==> config.mk <==
export PLATFORM = sky130hd
export DESIGN_NAME = alu_cmd_seq
export DESIGN_NICKNAME = d
export VERILOG_FILES = /design/src/rtl/alu_cmd_seq.sv
export SDC_FILE = /design/constraint.sdc
export NUM_CORES = 1
export LEC_CHECK = 0
export ABC_CLOCK_PERIOD_IN_PS = 2070
export CAP_MARGIN = 25
export CORE_UTILIZATION = 48
export CTS_CLUSTER_SIZE = 30
export DETAILED_ROUTE_END_ITERATION = 8
export HOLD_SLACK_MARGIN = 0.1
export PLACE_DENSITY = 0.76
export SYNTH_ARGS = -nofsm -noshare
export SYNTH_HDL_FRONTEND = slang
export SYNTH_SLANG_ARGS = --single-unit
==> constraint.sdc <==
create_clock -name clk -period 2.07 [get_ports clk]
set_clock_uncertainty 0.05 [all_clocks]
set_input_delay 0.3105 -clock clk [delete_from_list [all_inputs] [get_ports clk]]
set_output_delay 0.3105 -clock clk [all_outputs]
set_load 0.05 [all_outputs]
==> src/rtl/alu_cmd_seq.sv <==
// alu_cmd_seq: command sequencer in front of the ALU datapath.
// Commands arrive on a valid/ready stream into a small FIFO. A four-state FSM
// issues them one at a time to the ALU, waits for alu_ready, and returns each
// result, in order, on a valid/ready result stream.
// Optional feature macro: ALU_SEQ_TIMEOUT_EN. When defined, a WAIT that lasts
// TIMEOUT_CYC cycles is aborted with res_err=1. When undefined, WAIT never
// times out and res_err is tied 0.
//
// Handshake rule for both streams: a transfer happens on a rising edge where
// valid and ready are both 1. valid does not wait for ready. Once valid is
// raised, its payload stays stable until the transfer. cmd_ready depends only
// on the FIFO count, and res_valid depends only on the FSM state.
module alu_cmd_seq #(
  parameter int CMD_DEPTH   = 4,
  parameter int TIMEOUT_CYC = 16
) (
  input  logic       clk,
  input  logic       reset,
  input  logic       cmd_valid,
  output logic       cmd_ready,
  input  logic [7:0] cmd_in1,
  input  logic [7:0] cmd_in2,
  input  logic [4:0] cmd_op,
  output logic       alu_enable,
  output logic [7:0] alu_in1,
  output logic [7:0] alu_in2,
  output logic [4:0] alu_op,
  input  logic [7:0] alu_out,
  input  logic [4:0] alu_status,
  input  logic       alu_ready,
  output logic       res_valid,
  input  logic       res_ready,
  output logic [7:0] res_data,
  output logic [4:0] res_status,
  output logic       res_err,
  output logic       busy
);

  localparam int PW = $clog2(CMD_DEPTH);
  localparam int CW = PW + 1;

  typedef enum logic [1:0] {S_IDLE, S_ISSUE, S_WAIT, S_RESP} state_t;

  state_t        state_q, state_d;
  logic [20:0]   mem_q [CMD_DEPTH];
  logic [PW-1:0] wr_ptr_q, wr_ptr_d, rd_ptr_q, rd_ptr_d;
  logic [CW-1:0] count_q, count_d;
  logic [7:0]    in1_q, in1_d, in2_q, in2_d;
  logic [4:0]    op_q, op_d;
  logic [7:0]    rdata_q, rdata_d;
  logic [4:0]    rstat_q, rstat_d;
  logic          push, pop;

`ifdef ALU_SEQ_TIMEOUT_EN
  localparam int TW = (TIMEOUT_CYC > 2) ? $clog2(TIMEOUT_CYC) : 1;
  logic [TW-1:0] tcnt_q, tcnt_d;
  logic          rerr_q, rerr_d;
`else
  logic          unused_timeout_cfg;
  assign unused_timeout_cfg = (TIMEOUT_CYC < 2);
`endif

  assign cmd_ready  = (count_q != CW'(CMD_DEPTH));
  assign push       = cmd_valid & cmd_ready;
  assign alu_enable = (state_q == S_ISSUE);
  assign res_valid  = (state_q == S_RESP);
  assign alu_in1    = in1_q;
  assign alu_in2    = in2_q;
  assign alu_op     = op_q;
  assign res_data   = rdata_q;
  assign res_status = rstat_q;
  assign busy       = (count_q != '0) | (state_q != S_IDLE);
`ifdef ALU_SEQ_TIMEOUT_EN
  assign res_err    = rerr_q;
`else
  assign res_err    = 1'b0;
`endif

  // FIFO pointer/count update; a push and a pop in the same cycle cancel.
  always_comb begin
    wr_ptr_d = wr_ptr_q;
    rd_ptr_d = rd_ptr_q;
    count_d  = count_q;
    if (push) wr_ptr_d = wr_ptr_q + PW'(1);
    if (pop)  rd_ptr_d = rd_ptr_q + PW'(1);
    case ({push, pop})
      2'b10:   count_d = count_q + CW'(1);
      2'b01:   count_d = count_q - CW'(1);
      default: count_d = count_q;
    endcase
  end

  // Sequencer FSM: pop in IDLE, strobe in ISSUE, capture in WAIT, hold in RESP.
  always_comb begin
    state_d = state_q;
    in1_d   = in1_q;
    in2_d   = in2_q;
    op_d    = op_q;
    rdata_d = rdata_q;
    rstat_d = rstat_q;
    pop     = 1'b0;
`ifdef ALU_SEQ_TIMEOUT_EN
    tcnt_d  = tcnt_q;
    rerr_d  = rerr_q;
`endif
    case (state_q)
      S_IDLE: begin
        if (count_q != '0) begin
          pop                  = 1'b1;
          {op_d, in2_d, in1_d} = mem_q[rd_ptr_q];
          state_d              = S_ISSUE;
        end
      end
      S_ISSUE: begin
        state_d = S_WAIT;
`ifdef ALU_SEQ_TIMEOUT_EN
        tcnt_d  = '0;
`endif
      end
      S_WAIT: begin
        if (alu_ready) begin
          rdata_d = alu_out;
          rstat_d = alu_status;
`ifdef ALU_SEQ_TIMEOUT_EN
          rerr_d  = 1'b0;
`endif
          state_d = S_RESP;
        end
`ifdef ALU_SEQ_TIMEOUT_EN
        else if (tcnt_q == TW'(TIMEOUT_CYC - 1)) begin
          rdata_d = '0;
          rstat_d = '0;
          rerr_d  = 1'b1;
          state_d = S_RESP;
        end else begin
          tcnt_d = tcnt_q + TW'(1);
        end
`endif
      end
      S_RESP: begin
        if (res_ready) state_d = S_IDLE;
      end
      default: state_d = S_IDLE;
    endcase
  end

  // Command storage; contents are don't-care until written, so no reset.
  always_ff @(posedge clk) begin
    if (push) mem_q[wr_ptr_q] <= {cmd_op, cmd_in2, cmd_in1};
  end

  // State, pointers, operand and result registers.
  always_ff @(posedge clk or posedge reset) begin
    if (reset) begin
      state_q  <= S_IDLE;
      wr_ptr_q <= '0;
      rd_ptr_q <= '0;
      count_q  <= '0;
      in1_q    <= '0;
      in2_q    <= '0;
      op_q     <= '0;
      rdata_q  <= '0;
      rstat_q  <= '0;
`ifdef ALU_SEQ_TIMEOUT_EN
      tcnt_q   <= '0;
      rerr_q   <= 1'b0;
`endif
    end else begin
      state_q  <= state_d;
      wr_ptr_q <= wr_ptr_d;
      rd_ptr_q <= rd_ptr_d;
      count_q  <= count_d;
      in1_q    <= in1_d;
      in2_q    <= in2_d;
      op_q     <= op_d;
      rdata_q  <= rdata_d;
      rstat_q  <= rstat_d;
`ifdef ALU_SEQ_TIMEOUT_EN
      tcnt_q   <= tcnt_d;
      rerr_q   <= rerr_d;
`endif
    end
  end

endmodule

==> impl_metrics.json, run 1 <==
{
  "outcome": "completed",
  "crit_type": "reg -> out",
  "synth_nets": 330,
  "die_area_sq_um": 10600,
  "drt_first_pass_iters": 4,
  "tightest_slew_ns": 0.530,
  "hold_slack_ns": 0.372,
  "cts_root_buf": "clkbuf_8",
  "rsz0062_at_grt": "no",
  "grt.total_usage_pct": 18.0,
  "p_per_area_nw_per_um2": 1680,
  "grt_max_degree": 27,
  "syn-cell-area_sq_um": 4880,
  "cp-start-kind": "register",
  "insertion_delay_ns": 0.51,
  "syn_inst": 280,
  "row_count": 36,
  "crit_path_top_delay_cell": "clkdlybuf4s50_1",
  "slowest_delay_ns": 0.80,
  "num_vias": 2670,
  "die_w_um": 103,
  "grt_pass1_vias": 2671,
  "reg2reg_depth": 6,
  "io_buffers": 76,
  "cts_buffers": 17,
  "stdcell_count": 530,
  "crit_chain": "clkdlybuf4s50_1",
  "post-route-period-util_pct": 97.4,
  "critPathBufInv": 1,
  "antenna_found_initial": 0,
  "ios": 78,
  "path_depth": 1,
  "grt_pass1_wl_um": 13200,
  "r2r_setup_slack_ns": 0.07,
  "r2r_start": "count_q[0]",
  "areaGrowthSynthToFinish_pct": 33.8,
  "cp.arrival_ns": 1.66,
  "timing_hold_violations_final": 0,
  "slew_headroom_pct": 64.6,
  "critPathTopFamily": "buffers and inverters",
  "synth-warning-count": 0,
  "grt_overflow": 0,
  "die_h_um": 103,
  "clock-sinks": 127,
  "synth.avg_cell_area_sq_um": 17.4,
  "yosys_register_bits": 127,
  "max_cap_viol_count": 0,
  "start_util_pct": 49.7,
  "via_per_inst": 5.04,
  "diodes": 0,
  "yosysSeqAreaShare_pct": 73.7,
  "ys_types": 24,
  "placed_cell_area_sq_um": 5930,
  "critPathRequiredTime_ns": 1.71,
  "design_area_sq_um": 6530,
  "initialDrtViolationCount": 84,
  "hold_path.class": "in -> reg",
  "cts_tree": "built",
  "ir_worst_vdd_mv": 0.713,
  "post_drt_wl_per_cell_um": 16.2,
  "place.gp.congestion": 0.694,
  "cp_max_fo": 2,
  "ant_nets": 0,
  "finalSetupViolCount": 0,
  "drt_wl_total_um": 8570,
  "endpoint_kind": "output pin",
  "power_uw": 11000,
  "crit_end": "alu_in2[3]",
  "reg2reg_to": "count_q[1]",
  "finalCriticalPeriod_ns": 2.02,
  "leakage_uw": 0.00265,
  "htreeDepth": 4,
  "place_inst": 494,
  "drive_above_1_share_pct": 25.4,
  "startpoint": "alu_in2[3]",
  "clk_pin_slew_ns": 0.06,
  "fin_nets": 434,
  "finalMaxSlewViolations": 0,
  "route.detailed.drc": 0,
  "hpwl_um": 5340,
  "core_area_sq_um": 9820,
  "clockBufferDepth": 2,
  "setup_tns_ns": 0,
  "fmax_mhz": 496
}
-- sequential cells by signal, indices dropped and copies added (netlist names), 3 cells and up --
signal and cells:
alu_in1 8, mem_q 84, alu_in2 8, res_data 8
count_q 3, alu_op 5, res_status 5
-- final cells by class --
class                           instances  area (sq um)
Tap cell                              133           166
Sequential cell                       127          3600
Fill cell                             738          3290
Inverter                                9          33.8
Clock buffer                           19           422
Clock inverter                         13           118
Timing Repair Buffer                   96           962
Multi-Input combinational cell        133          1230
-- metrics by stage --
stage                     setup slack (ns)  utilization, %
after floorplan                    -0.0671               -
after global placement              0.0252            60.4
after detailed placement          -0.00452            60.4
after CTS                           0.0113            66.1
after global routing              0.000904            66.5
final                               0.0537            66.5
-- per-layer routing --
layer / vias up / GRT usage, % / share of wire, %
li1: 1231 / - / -
met1: 1357 / 21.0 / 41
met2: 70 / 30.9 / 53
met4: 0 / 8.13 / 1.4
met5: - / 0 / 0
met3: 12 / 5.15 / 4.6
-- cell usage after synthesis --
cell | n | area (sq um)
nor2_1 | 2 | 7.51
nand2_1 | 66 | 248
clkbuf_1 | 4 | 15.0
or3b_4 | 1 | 11.3
edfxtp_1 | 84 | 2520
buf_2 | 3 | 15.0
a222oi_1 | 1 | 10.0
mux2i_1 | 1 | 10.0
mux2_4 | 1 | 15.0
conb_1 | 1 | 3.75
ha_1 | 10 | 125
inv_1 | 9 | 33.8
fa_1 | 1 | 20.0
mux2_2 | 15 | 169
xnor2_1 | 5 | 43.8
mux4_2 | 21 | 473
nor3_1 | 1 | 5.00
buf_1 | 2 | 7.51
buf_4 | 2 | 15.0
o31ai_2 | 1 | 12.5
xor2_1 | 1 | 8.76
and3_1 | 4 | 25.0
dfrtp_1 | 43 | 1080
and2_4 | 1 | 8.76
-- logic make-up after synthesis --
logic type	count (synthesis)	share of synthesized area, %
buffers and inverters	20	1.77
adders and majority gates	11	2.97
DFF	127	73.7
muxes	38	13.7
xor gates and xnor gates	6	1.08
AOI/OAI and AO/OA	2	0.461
and+or+nand+nor	75	6.25
other	1	0.0768
-- how the worst min path moves through the flow --
| stage | slack [ns] | to | cells past startpoint | from |
|---|---|---|---|---|
| 4_1_cts | 0.35 | res_status[4] | 2 | alu_status[4] |
| 6_report | 0.37 | res_status[0] | 2 | alu_status[0] |
| 2_1_floorplan | 0.36 | mem_q[0][0] | 0 | cmd_in1[0] |
| 5_1_grt | 0.36 | res_status[4] | 2 | alu_status[4] |
| 3_3_place_gp | 0.41 | alu_in2[0] | 2 | alu_in2[0] |
| 3_5_place_dp | 0.41 | alu_op[1] | 2 | alu_op[1] |
-- placed cells by master (no fill, tap or decap) --
master           netlist  routed
mux2_4                 1       1
dfrtp_2                0       2
nand2_1               66      66
bufinv_16              0       1
clkinv_2               0       3
conb_1                 1       1
and3_1                 4       4
nor2_1                 2       2
dlymetal6s2s_1         0      10
and2_4                 1       1
mux4_2                21      21
clkinv_4               0       2
fa_2                   0       1
ha_4                   0       1
dlygate4sd2_1          0       5
a222oi_1               1       1
inv_2                  0       3
mux2i_1                1       1
buf_4                  2      19
clkbuf_8               0       1
o31ai_4                0       1
or3b_4                 1       1
buf_12                 0       3
edfxtp_1              84      84
xnor2_1                5       5
clkdlybuf4s50_1        0      58
clkbuf_1               4       2
xor2_1                 1       1
mux2_2                15      15
nor3_2                 0       1
clkinvlp_4             0       5
ha_1                  10       8
dfrtp_1               43      41
dlygate4sd3_1          0       1
ha_2                   0       1
inv_6                  0       2
clkbuf_16              0      16
inv_1                  9       6
-- what timing repair did --
| action | in CTS | in global routing |
|---|---|---|
| endpoints found under the hold margin | 17 | 0 |
| buffers inserted | 3 | 0 |
| endpoints found under the setup margin | 6 | 12 |
| pin swaps | 0 | 3 |
| hold buffers | 1 | 0 |
| resized for setup | 5 | 13 |
-- report_power, final --
| group | leakage, uW | switching (uW) | internal, uW | total [uW] |
|---|---|---|---|---|
| combinational | 0.00111 | 2670 | 1800 | 4470 |
| clock | 0.000251 | 1050 | 1590 | 2640 |
| sequential | 0.00129 | 321 | 3530 | 3850 |
| total | 0.00265 | 4040 | 6920 | 11000 |
(Power assumes the default switching activity.)
==> run 2, diff against run 1 <==
--- a/config.mk
+++ b/config.mk
@@ -10,6 +10,7 @@
 export CORE_UTILIZATION = 48
 export CTS_CLUSTER_SIZE = 30
 export DETAILED_ROUTE_END_ITERATION = 8
+export GPL_TIMING_DRIVEN = 1
 export HOLD_SLACK_MARGIN = 0.1
 export PLACE_DENSITY = 0.76
 export SYNTH_ARGS = -nofsm -noshare
==> results of run 2 <==
The final DEF is identical to that of run 1; final timing and power are the same.
==> run 3, diff against run 2 <==
--- a/config.mk
+++ b/config.mk
@@ -5,6 +5,7 @@
 export SDC_FILE = /design/constraint.sdc
 export NUM_CORES = 1
 export LEC_CHECK = 0
+export ABC_AREA = 0
 export ABC_CLOCK_PERIOD_IN_PS = 2070
 export CAP_MARGIN = 25
 export CORE_UTILIZATION = 48
==> results of run 3 <==
The final DEF is identical to that of run 1; final timing and power are the same.
==> RTL edit (flow settings as in run 1) <==
Put one more register stage on the output `res_status`, with the module's reset. The value now appears one clock later. The other outputs are not delayed to match.
--- a/src/rtl/alu_cmd_seq.sv
+++ b/src/rtl/alu_cmd_seq.sv
@@ -68,7 +68,13 @@
   assign alu_in2    = in2_q;
   assign alu_op     = op_q;
   assign res_data   = rdata_q;
-  assign res_status = rstat_q;
+  always_ff @(posedge clk or posedge reset) begin
+    if (reset) begin
+      res_status <= '0;
+    end else begin
+      res_status <= rstat_q;
+    end
+  end
   assign busy       = (count_q != '0) | (state_q != S_IDLE);
 `ifdef ALU_SEQ_TIMEOUT_EN
   assign res_err    = rerr_q;
Formal check against the unedited RTL: not equivalent (a bounded check fails within 10 cycles, from zero or initial values and one cycle with reset high).
==> RTL edit against run 1 <==
Cell count up 0.57%; sequential cell count up 5; routed wire length grew 7.6%; final area rose by 2.3%; total power is 3.8% higher; worst setup slack worse by 0.011 ns; global-route usage increased by 0.24 points; via count grew 3.1%; synthesized area rose by 3.0%; worst hold slack got worse by 0.048 ns; critical endpoint is now alu_in2[4]; largest cell class unchanged.
==> RTL edit: results (changes against run 1) <==
* Largest net degree at the start of global routing at 24 (-11%)
* Initial antenna violation count at 1 (+1)
* Syn nets at 335 (+1.5%)
* VDD IR-drop max at 0.983 mV (+38%)
* HP Class: reg -> reg
* Total GRT Usage at 0.182 (+0.00240)
* P_leak at 2.69 nW (+1.4%)
* Yosys warns at 0 (unchanged)
* Async S/R FF share, synth at 0.364 (+0.0251)
* Post-synthesis sequential area ratio at 0.741 (+0.00360)
* Internal at 0.00727 W (+5.1%)
* Ratio of cells with drive above 1 in the final layout at 0.221 (-0.0339)
* Crit-path slowest cell: clkdlybuf4s50_1
* Outcome: complete, no violations
* # fillers at 678 (-8.1%)
* Reg-to-reg slack, setup at 0.14 ns (+0.07 ns)
* WL final at 9.23 mm (+7.6%)
* Slew @ Worst Pin at 0.553 ns (+0.0235 ns)
* DRT iter0 DRCs at 104 (+24%)
* Post-synth cell types at 26 (+8.3%)
* Vias in the first global route at 2924 (+9.5%)
* Post-DP HPWL at 5.51 mm (+3.1%)
* Gpl congestion at 0.680 (-2.0%)
* Design area at 6680 sq um (+2.3%)
* Top cells by count, synth: edfxtp_1, nand2_1, dfrtp_1, mux4_2, mux2_1
* Synth top area cells: edfxtp_1, dfrtp_1, mux4_2, nand2_1, ha_1
* Total Nets Final at 436 (+0.46%)
* Area post-placement at 6040 sq um (+1.8%)
* Global-route wire length before repair at 14.7 mm (+11%)
[RTL edit: changes by cell type after synthesis, sizes merged]
cell             run 1  this run
buf                  7        11
clkbuf               4         1
clkinvlp             0         1
dfrtp               43        48
inv                  9         7
and2                 1         0
nand2               66        67
[RTL edit: worst paths after layout]
kind	from	endpoint	cells past startpoint
worst max-delay path	alu_in2[4]$_DFFE_PP0P_	alu_in2[4]	1
worst min-delay path	rstat_q[3]$_DFFE_PP0P_	res_status[3]$_DFF_PP0_	0
worst max register to register	count_q[0]$_DFFE_PP0P_	count_q[1]$_DFFE_PP0P_	5
worst min register to register	rstat_q[3]$_DFFE_PP0P_	res_status[3]$_DFF_PP0_	0
max in group asynchronous	reset	res_data[6]$_DFFE_PP0P_	4
min in group asynchronous	reset	state_q[0]$_DFFE_PP0P_	3
[RTL edit: what timing repair did]
| action | CTS | global route |
|---|---|---|
| hold buffers | 1 | 0 |
| buffers inserted | 0 | 2 |
| hold endpoints to repair | 17 | 0 |
| setup endpoints to repair | 4 | 9 |
| gates cloned | 0 | 0 |
| resized for setup | 6 | 8 |
| pin swaps | 0 | 1 |
[RTL edit: cells by family (layout without fill, tap and decap cells)]
family	after synthesis	after routing	share of synthesized area
AO/OA/AOI/OAI	2	2	0.00448
XOR/XNOR	6	6	0.0105
adder cells (fa/ha/maj)	11	11	0.0289
buffers and inverters	20	134	0.0209
flip-flops	132	132	0.741
multiplexers	38	38	0.132
other	1	2	0.000746
AND/OR/NAND/NOR	75	75	0.0617
[RTL edit: layer usage]
layer  wire [microns]  vias to the layer above  track usage  part of all wire
li1                 -                     1240            -                 -
met2             4890                       92        0.315              0.53
met3              376                       12       0.0451             0.041
met1             3780                     1408        0.211              0.41
met5                0                        -            0                 0
met4              186                        0       0.0888             0.020
[RTL edit: final cells by class]
class,instances,share of cell area
clock buffers,19,0.0646
inverters,8,0.00468
clock inverters,13,0.0238
diodes,1,0.000375
multi-input cells,133,0.183
well taps,133,0.0249
repair buffers,94,0.140
flip-flops and latches,132,0.558
[RTL edit: power groups by stage]
stage | Combinational (W) | Clock, W | Sequential (W)
global route | 0.00472 | 0.00308 | 0.00412
CTS | 0.00445 | 0.00297 | 0.00406
detailed placement | 0.00442 | 0 | 0.00409
finish | 0.00441 | 0.00293 | 0.00404
global placement | 0.00432 | 0 | 0.00403
floorplan | 0.00195 | 0 | 0.00516
[RTL edit: per-stage QoR]
step                power [W]  hold WS [ns]  cells   util  worst slack, ns
global route           0.0119         0.331    533  0.671          0.00172
CTS                    0.0115         0.322    530  0.667          0.00397
detailed placement    0.00851         0.309    497  0.606           0.0542
finish                 0.0114         0.324    533  0.671           0.0428
global placement      0.00836         0.302    497  0.606           0.0779
floorplan             0.00712         0.299    285      -           0.0126
